**config.mk**
```make
export PLATFORM = sky130hd
export DESIGN_NAME = multicycle_stack_controller
export DESIGN_NICKNAME = d
export VERILOG_FILES = /design/src/rtl/multicycle_stack_controller.sv
export SDC_FILE = /design/constraint.sdc
export NUM_CORES = 1
export LEC_CHECK = 0
export CAP_MARGIN = 20
export CORE_ASPECT_RATIO = 0.5
export CORE_MARGIN = 1
export CORE_UTILIZATION = 52
export DETAILED_ROUTE_END_ITERATION = 16
export PLACE_DENSITY = 0.83
export SYNTH_ARGS = -nofsm -noshare
export SYNTH_HDL_FRONTEND = slang
export SYNTH_SLANG_ARGS = --single-unit
export TNS_END_PERCENT = 10
```
**constraint.sdc**
```tcl
create_clock -name clk -period 2.95 [get_ports clk]
set_input_delay 0.295 -clock clk [delete_from_list [all_inputs] [get_ports clk]]
set_output_delay 0.295 -clock clk [all_outputs]
set_load 0.005 [all_outputs]
```
**src/rtl/multicycle_stack_controller.sv**
```systemverilog
// Multi-cycle controller for the stack processor: sequences FETCH/DECODE/EXEC/MEM/WB,
// tracks stack occupancy, traps illegal/overflow/underflow/memory-timeout conditions.
module multicycle_stack_controller #(
  parameter int OPW         = 4,
  parameter int FW          = 2,
  parameter int STACK_DEPTH = 8,
  parameter int MEM_TIMEOUT = 16,
  parameter int CNT_W       = 16,
  localparam int SPW        = $clog2(STACK_DEPTH + 1),
  localparam int TW         = $clog2(MEM_TIMEOUT + 1)
) (
  input  logic             clk,
  input  logic             reset,
  input  logic [OPW-1:0]   ir_1,
  input  logic [FW-1:0]    ir_2,
  input  logic [FW-1:0]    ir_3,
  input  logic             zero,
  input  logic             mem_ready,
  output logic [1:0]       aluOp,
  output logic             memReadWrite,
  output logic             memReq,
  output logic             branch,
  output logic             regLoad,
  output logic [1:0]       muxPP,
  output logic             muxpush,
  output logic             muxreturn,
  output logic             irLoad,
  output logic             pcLoad,
  output logic             fault,
  output logic [2:0]       state,
  output logic [SPW-1:0]   sp_level,
  output logic [CNT_W-1:0] instr_count
);

  typedef enum logic [2:0] {
    S_FETCH  = 3'd0,
    S_DECODE = 3'd1,
    S_EXEC   = 3'd2,
    S_MEM    = 3'd3,
    S_WB     = 3'd4,
    S_FAULT  = 3'd7
  } state_t;

  localparam logic [3:0] OP_LOAD  = 4'b1000;
  localparam logic [3:0] OP_STORE = 4'b1001;
  localparam logic [3:0] OP_BEQ   = 4'b1100;
  localparam logic [3:0] OP_CALL  = 4'b1101;
  localparam logic [3:0] OP_RET   = 4'b1110;
  localparam logic [3:0] OP_STK   = 4'b1111;

  state_t           state_q, state_d;
  logic [3:0]       op_q, op_d;
  logic             sub_q, sub_d;
  logic [SPW-1:0]   sp_q, sp_d;
  logic [CNT_W-1:0] cnt_q, cnt_d;
  logic [TW-1:0]    tmo_q, tmo_d;

  logic upper_bad;
  logic dec_push;
  logic dec_pop;
  logic unused_fields;

  generate
    if (OPW > 4) begin : g_upper
      assign upper_bad = |ir_1[OPW-1:4];
    end else begin : g_no_upper
      assign upper_bad = 1'b0;
    end
  endgenerate

  // Register fields are routed to the datapath directly; only the stack subtype bit matters here.
  assign unused_fields = ^{ir_2, ir_3};

  assign dec_push = (ir_1[3:0] == OP_CALL) || ((ir_1[3:0] == OP_STK) && !ir_2[0]);
  assign dec_pop  = (ir_1[3:0] == OP_RET)  || ((ir_1[3:0] == OP_STK) &&  ir_2[0]);

  always_comb begin
    state_d = state_q;
    op_d    = op_q;
    sub_d   = sub_q;
    sp_d    = sp_q;
    cnt_d   = cnt_q;
    tmo_d   = tmo_q;
    case (state_q)
      S_FETCH: state_d = S_DECODE;
      S_DECODE: begin
        op_d  = ir_1[3:0];
        sub_d = ir_2[0];
        if (upper_bad || (ir_1[3:1] == 3'b101) ||
            (dec_push && (sp_q == SPW'(STACK_DEPTH))) ||
            (dec_pop && (sp_q == '0)))
          state_d = S_FAULT;
        else
          state_d = S_EXEC;
      end
      S_EXEC: begin
        if (!op_q[3]) begin
          state_d = S_WB;
        end else begin
          case (op_q)
            OP_LOAD, OP_STORE: state_d = S_MEM;
            OP_BEQ: begin
              state_d = S_FETCH;
              cnt_d   = cnt_q + CNT_W'(1);
            end
            OP_CALL: begin
              sp_d    = sp_q + SPW'(1);
              state_d = S_FETCH;
              cnt_d   = cnt_q + CNT_W'(1);
            end
            OP_RET: begin
              sp_d    = sp_q - SPW'(1);
              state_d = S_FETCH;
              cnt_d   = cnt_q + CNT_W'(1);
            end
            OP_STK: begin
              if (sub_q) begin
                sp_d    = sp_q - SPW'(1);
                state_d = S_WB;
              end else begin
                sp_d    = sp_q + SPW'(1);
                state_d = S_FETCH;
                cnt_d   = cnt_q + CNT_W'(1);
              end
            end
            default: state_d = S_FAULT;
          endcase
        end
      end
      // A ready on the final allowed wait cycle still completes the access.
      S_MEM: begin
        if (mem_ready) begin
          tmo_d = '0;
          if (op_q == OP_STORE) begin
            state_d = S_FETCH;
            cnt_d   = cnt_q + CNT_W'(1);
          end else begin
            state_d = S_WB;
          end
        end else if (tmo_q == TW'(MEM_TIMEOUT - 1)) begin
          tmo_d   = '0;
          state_d = S_FAULT;
        end else begin
          tmo_d = tmo_q + TW'(1);
        end
      end
      S_WB: begin
        state_d = S_FETCH;
        cnt_d   = cnt_q + CNT_W'(1);
      end
      S_FAULT: state_d = S_FAULT;
      default: state_d = S_FAULT;
    endcase
  end

  always_ff @(posedge clk) begin
    if (!reset) begin
      state_q <= S_FETCH;
      op_q    <= '0;
      sub_q   <= 1'b0;
      sp_q    <= '0;
      cnt_q   <= '0;
      tmo_q   <= '0;
    end else begin
      state_q <= state_d;
      op_q    <= op_d;
      sub_q   <= sub_d;
      sp_q    <= sp_d;
      cnt_q   <= cnt_d;
      tmo_q   <= tmo_d;
    end
  end

  // Strobes are gated by reset so an aborted MEM access drops memReq at once.
  always_comb begin
    aluOp        = 2'b00;
    memReadWrite = 1'b0;
    memReq       = 1'b0;
    branch       = 1'b0;
    regLoad      = 1'b0;
    muxPP        = 2'b00;
    muxpush      = 1'b0;
    muxreturn    = 1'b0;
    irLoad       = 1'b0;
    pcLoad       = 1'b0;
    fault        = 1'b0;
    if (reset) begin
      case (state_q)
        S_FETCH: begin
          irLoad = 1'b1;
          pcLoad = 1'b1;
        end
        S_EXEC: begin
          if (!op_q[3]) begin
            aluOp = op_q[1:0];
          end else begin
            case (op_q)
              OP_BEQ: begin
                aluOp  = 2'b01;
                branch = 1'b1;
                pcLoad = zero;
              end
              OP_CALL: begin
                muxPP   = 2'b01;
                muxpush = 1'b1;
                branch  = 1'b1;
                pcLoad  = 1'b1;
              end
              OP_RET: begin
                muxPP     = 2'b10;
                muxreturn = 1'b1;
                pcLoad    = 1'b1;
              end
              OP_STK: muxPP = sub_q ? 2'b10 : 2'b01;
              default: aluOp = 2'b00;
            endcase
          end
        end
        S_MEM: begin
          memReq       = 1'b1;
          memReadWrite = (op_q == OP_STORE);
        end
        S_WB: begin
          regLoad = 1'b1;
          if (!op_q[3]) aluOp = op_q[1:0];
          if (op_q == OP_STK) muxPP = 2'b10;
        end
        S_FAULT: fault = 1'b1;
        default: fault = 1'b0;
      endcase
    end
  end

  assign state       = state_q;
  assign sp_level    = sp_q;
  assign instr_count = cnt_q;

endmodule

```
==> results by group, run 1 <==
Run status
  • Outcome: finished, final reports clean

GRT
  • First-pass GRT wire length: 8.20 mm
  • Total GRT Usage: 0.254
  • Grt ovf: 0
  • Largest net degree at the start of global routing: 33
  • Vias in the first global route: around 1800
  • Initial antenna violation count: 0

Logic synthesis
  • Synth top area cells: dfxtp_1, o31ai_1, a21oi_1
  • Synthesized area per cell: just over 8 um2
  • Yosys top cell by area: dfxtp_1
  • Asr flop ratio synth: 0
  • Number of flops mapped to enable cells by yosys: 0
  • Seq/Total Area, Yosys: 0.327
  • Synthesized cell area: roughly 2000 um2
  • Post-Syn Nets: between 200 and 300
  • Yosys top cell area share: 0.327
  • #FFs+latches synth: 33
  • Mapped Cells: about 240
  • Synthesis Warnings: 0
  • Synth unique cells: 55
  • Synth Flop Type: dfxtp_1

Routing
  • Vias: 2077
  • Routed vias/inst: 6.20
  • DRT iter0 DRCs: ~140
  • Pre-Repair DR Iteration Count: 4
  • Aggregate routed wire length: between 5 and 6 mm
  • DRC: 0
  • Final ANT Viol Nets: 0
  • WL per Instance: between 15 and 20 um

STA
  • Hold Fails Final Rpt: 0
  • Min cycle time layout: between 2 and 3 ns
  • RSZ-0062 raised after global routing: no
  • Achievable Freq: 388 MHz
  • Max-slew headroom: 0.559
  • Final setup vio count: 0
  • Worst slew pin tran: about 0.66 ns
  • Tcrit/Tclk final: 0.874
  • Final TNS setup: 0 ns
  • Worst Skew: between 0.008 and 0.009 ns
  • Max-slew violations: 0
  • Hold Slack: roughly 0.47 ns

Cells and area
  • Net count reported at finish: 300
  • # diodes: 0
  • Layout cells sized above 1: 0.0599
  • Commonest non-fill, non-tap cells in the layout: clkdlybuf4s50_1, dfxtp_1, a21oi_1
  • Syn-to-layout area delta: 29.0%
  • Commonest non-fill, non-tap cell in the layout: clkdlybuf4s50_1

Worst setup path
  • Crit path from: state[2]$_SDFFE_PN0P_
  • CP Data Arrival Time: ~2.3 ns
  • Crit-path slowest cell: dfxtp_1
  • Worst Path Required: approximately 2.7 ns
  • Worst setup path class: flip-flop to output port
  • Critical Path Sink Type: output port
  • Cells along the critical path: inv_1 -> nor2_1 -> nand4_1 -> a21oi_1 -> clkdlybuf4s50_1
  • Reg2reg start: state[1]$_SDFFE_PN0P_
  • Worst path max stage delay: 0.74 ns
  • CP max FO: 19
  • Startpoint Class: flip-flop

Pwr
  • Psw: roughly 0.00039 W
  • Combinational share of power: 0.202
  • Power share of the clock group: 0.390
  • Switching portion of total power: 0.293
  • P_leak: 0.908 nW
  • Peak supply drop: between 0.4 and 0.5 mV
  • Sequential power share: 0.409
  • Power per cell area: 509 nW/um2
  • Cell internal pwr: roughly 0.00094 W

CTS
  • Root cell of the clock tree: clkbuf_8
  • Cts repair resizes: 0
  • Worst-Skew Late Latency: 0.30 ns
  • Clock Sinks: 33
  • H-Tree Depth: 2
  • Total CTS buffers: 5
  • Hold buffers post-CTS: 0
  • Reg clk slew, reported paths: 0.08 ns
  • Max clock buf depth: 2
  • Number of buffers added for setup after CTS: 0
  • CTS tree: done

Floorplanning
  • Chip Width: about 90 um
  • Ports: between 40 and 50
  • Die area: just over 4000 um2
  • Starting Density: 0.567
  • Die Height: 46.1 um
  • Num rows: 15
  • Core box area: 3570 um2

Hold path
  • Hold Crit Class: flip-flop to flip-flop
  • Hold path start: tmo_q[4]$_SDFFE_PN0P_

Run
  • Max-cap violation count: 0

Placed design
  • IO Port Bufs: 44
  • GP Congestion: between 0.9 and 1
  • HPWL after detailed placement: 3.48 mm
-- cell families (layout without fill, tap and decap cells) --
kind of cell             Yosys count  count (layout)  share of synthesized area
AO/OA/AOI/OAI                     65              65                      0.220
XOR/XNOR                           2               2                    0.00866
adder cells (fa/ha/maj)            5               5                     0.0309
buffers and inverters             26              66                     0.0587
flip-flops                        33              33                      0.327
multiplexers                       6               6                     0.0303
AND/OR/NAND/NOR                  107             107                      0.325
-- state kept, by name (all words and copies together), names as in the netlist --
register	flops
tmo_q	5
instr_count	16
sp_level	4
sub_q	1
state	3
op_q	4
-- critical path: cells and delay by family (launching register included) --
kind	cells	cell delay, ns
flops	1	0.74
compound gates	1	0.23
buf+inv	2	0.70
simple gates	2	0.30
-- through the flow --
stage / total power [W] / cell area (um2) / setup WS [ns] / cells / utilization
final: 0.00133 / 2610 / 0.371 / 335 / 0.732
after global routing: 0.00139 / 2610 / 0.305 / 335 / 0.732
after CTS: 0.00133 / 2610 / 0.411 / 335 / 0.732
after detailed placement: 0.000813 / 2480 / 0.631 / 327 / 0.694
after global placement: 0.000805 / 2480 / 0.686 / 327 / 0.694
after floorplan: 0.000722 / 2020 / 1.33 / 244 / -
-- power by group through the flow --
stage               Clock [W]  Combinational (W)  Sequential [W]
floorplan                   0           0.000217        0.000505
global placement            0           0.000256        0.000549
detailed placement          0           0.000264        0.000549
CTS                  0.000527           0.000266        0.000539
global route         0.000543           0.000292        0.000550
finish               0.000517           0.000268        0.000542
-- routing by layer --
layer  wire length, um  up-vias  GRT usage
li1                  -     1015          -
met1              2430      969      0.323
met2              2280       86      0.429
met3               282        7     0.0611
met4                61        0      0.113
met5                 0        -          0
-- Yosys cell counts, drive strengths merged (5+ instances only) --
cell type and instances:
buf 7, and3 7, nand4 7, inv 9, ha 5, mux2i 5, nand3 10, dfxtp 33
clkbuf 9, nor4 5, nand2 15, nand2b 6, o21ai 6, nor2 14, or4 12, o31ai 14
a21oi 20
-- worst paths after layout --
| check | to | slack, ns | depth (start not counted) |
|---|---|---|---|
| setup / recovery | muxPP[1] | 0.37 | 5 |
| hold / removal | tmo_q[4]$_SDFFE_PN0P_ | 0.47 | 1 |
| setup reg to reg | instr_count[12]$_SDFFE_PN0P_ | 0.89 | 5 |
| hold reg to reg | tmo_q[4]$_SDFFE_PN0P_ | 0.47 | 1 |
-- final cells by class --
| type | instances | area (um2) |
|---|---|---|
| Multi-Input combinational cell | 185 | 1240 |
| Fill cell | 277 | 956 |
| Sequential cell | 33 | 661 |
| Timing Repair Buffer | 48 | 470 |
| Clock buffer | 5 | 68.8 |
| Clock inverter | 3 | 65.1 |
| Tap cell | 51 | 63.8 |
| Inverter | 10 | 37.5 |
Power figures use the tool's default switching activity.
==> inputs of run 2 (changes only) <==
- CTS_CLUSTER_DIAMETER: not set -> 80
- HOLD_SLACK_MARGIN: not set -> 0.02
- SKIP_CTS_REPAIR_TIMING: not set -> 1
==> results of run 2 <==
Same layout as run 1: the final DEF is identical, and so are final timing and power.
==> inputs of run 3 (changes only) <==
- CORE_MARGIN: 1 -> not set
==> results of run 3 <==
Same layout as run 1: the final DEF is identical, and so are final timing and power.
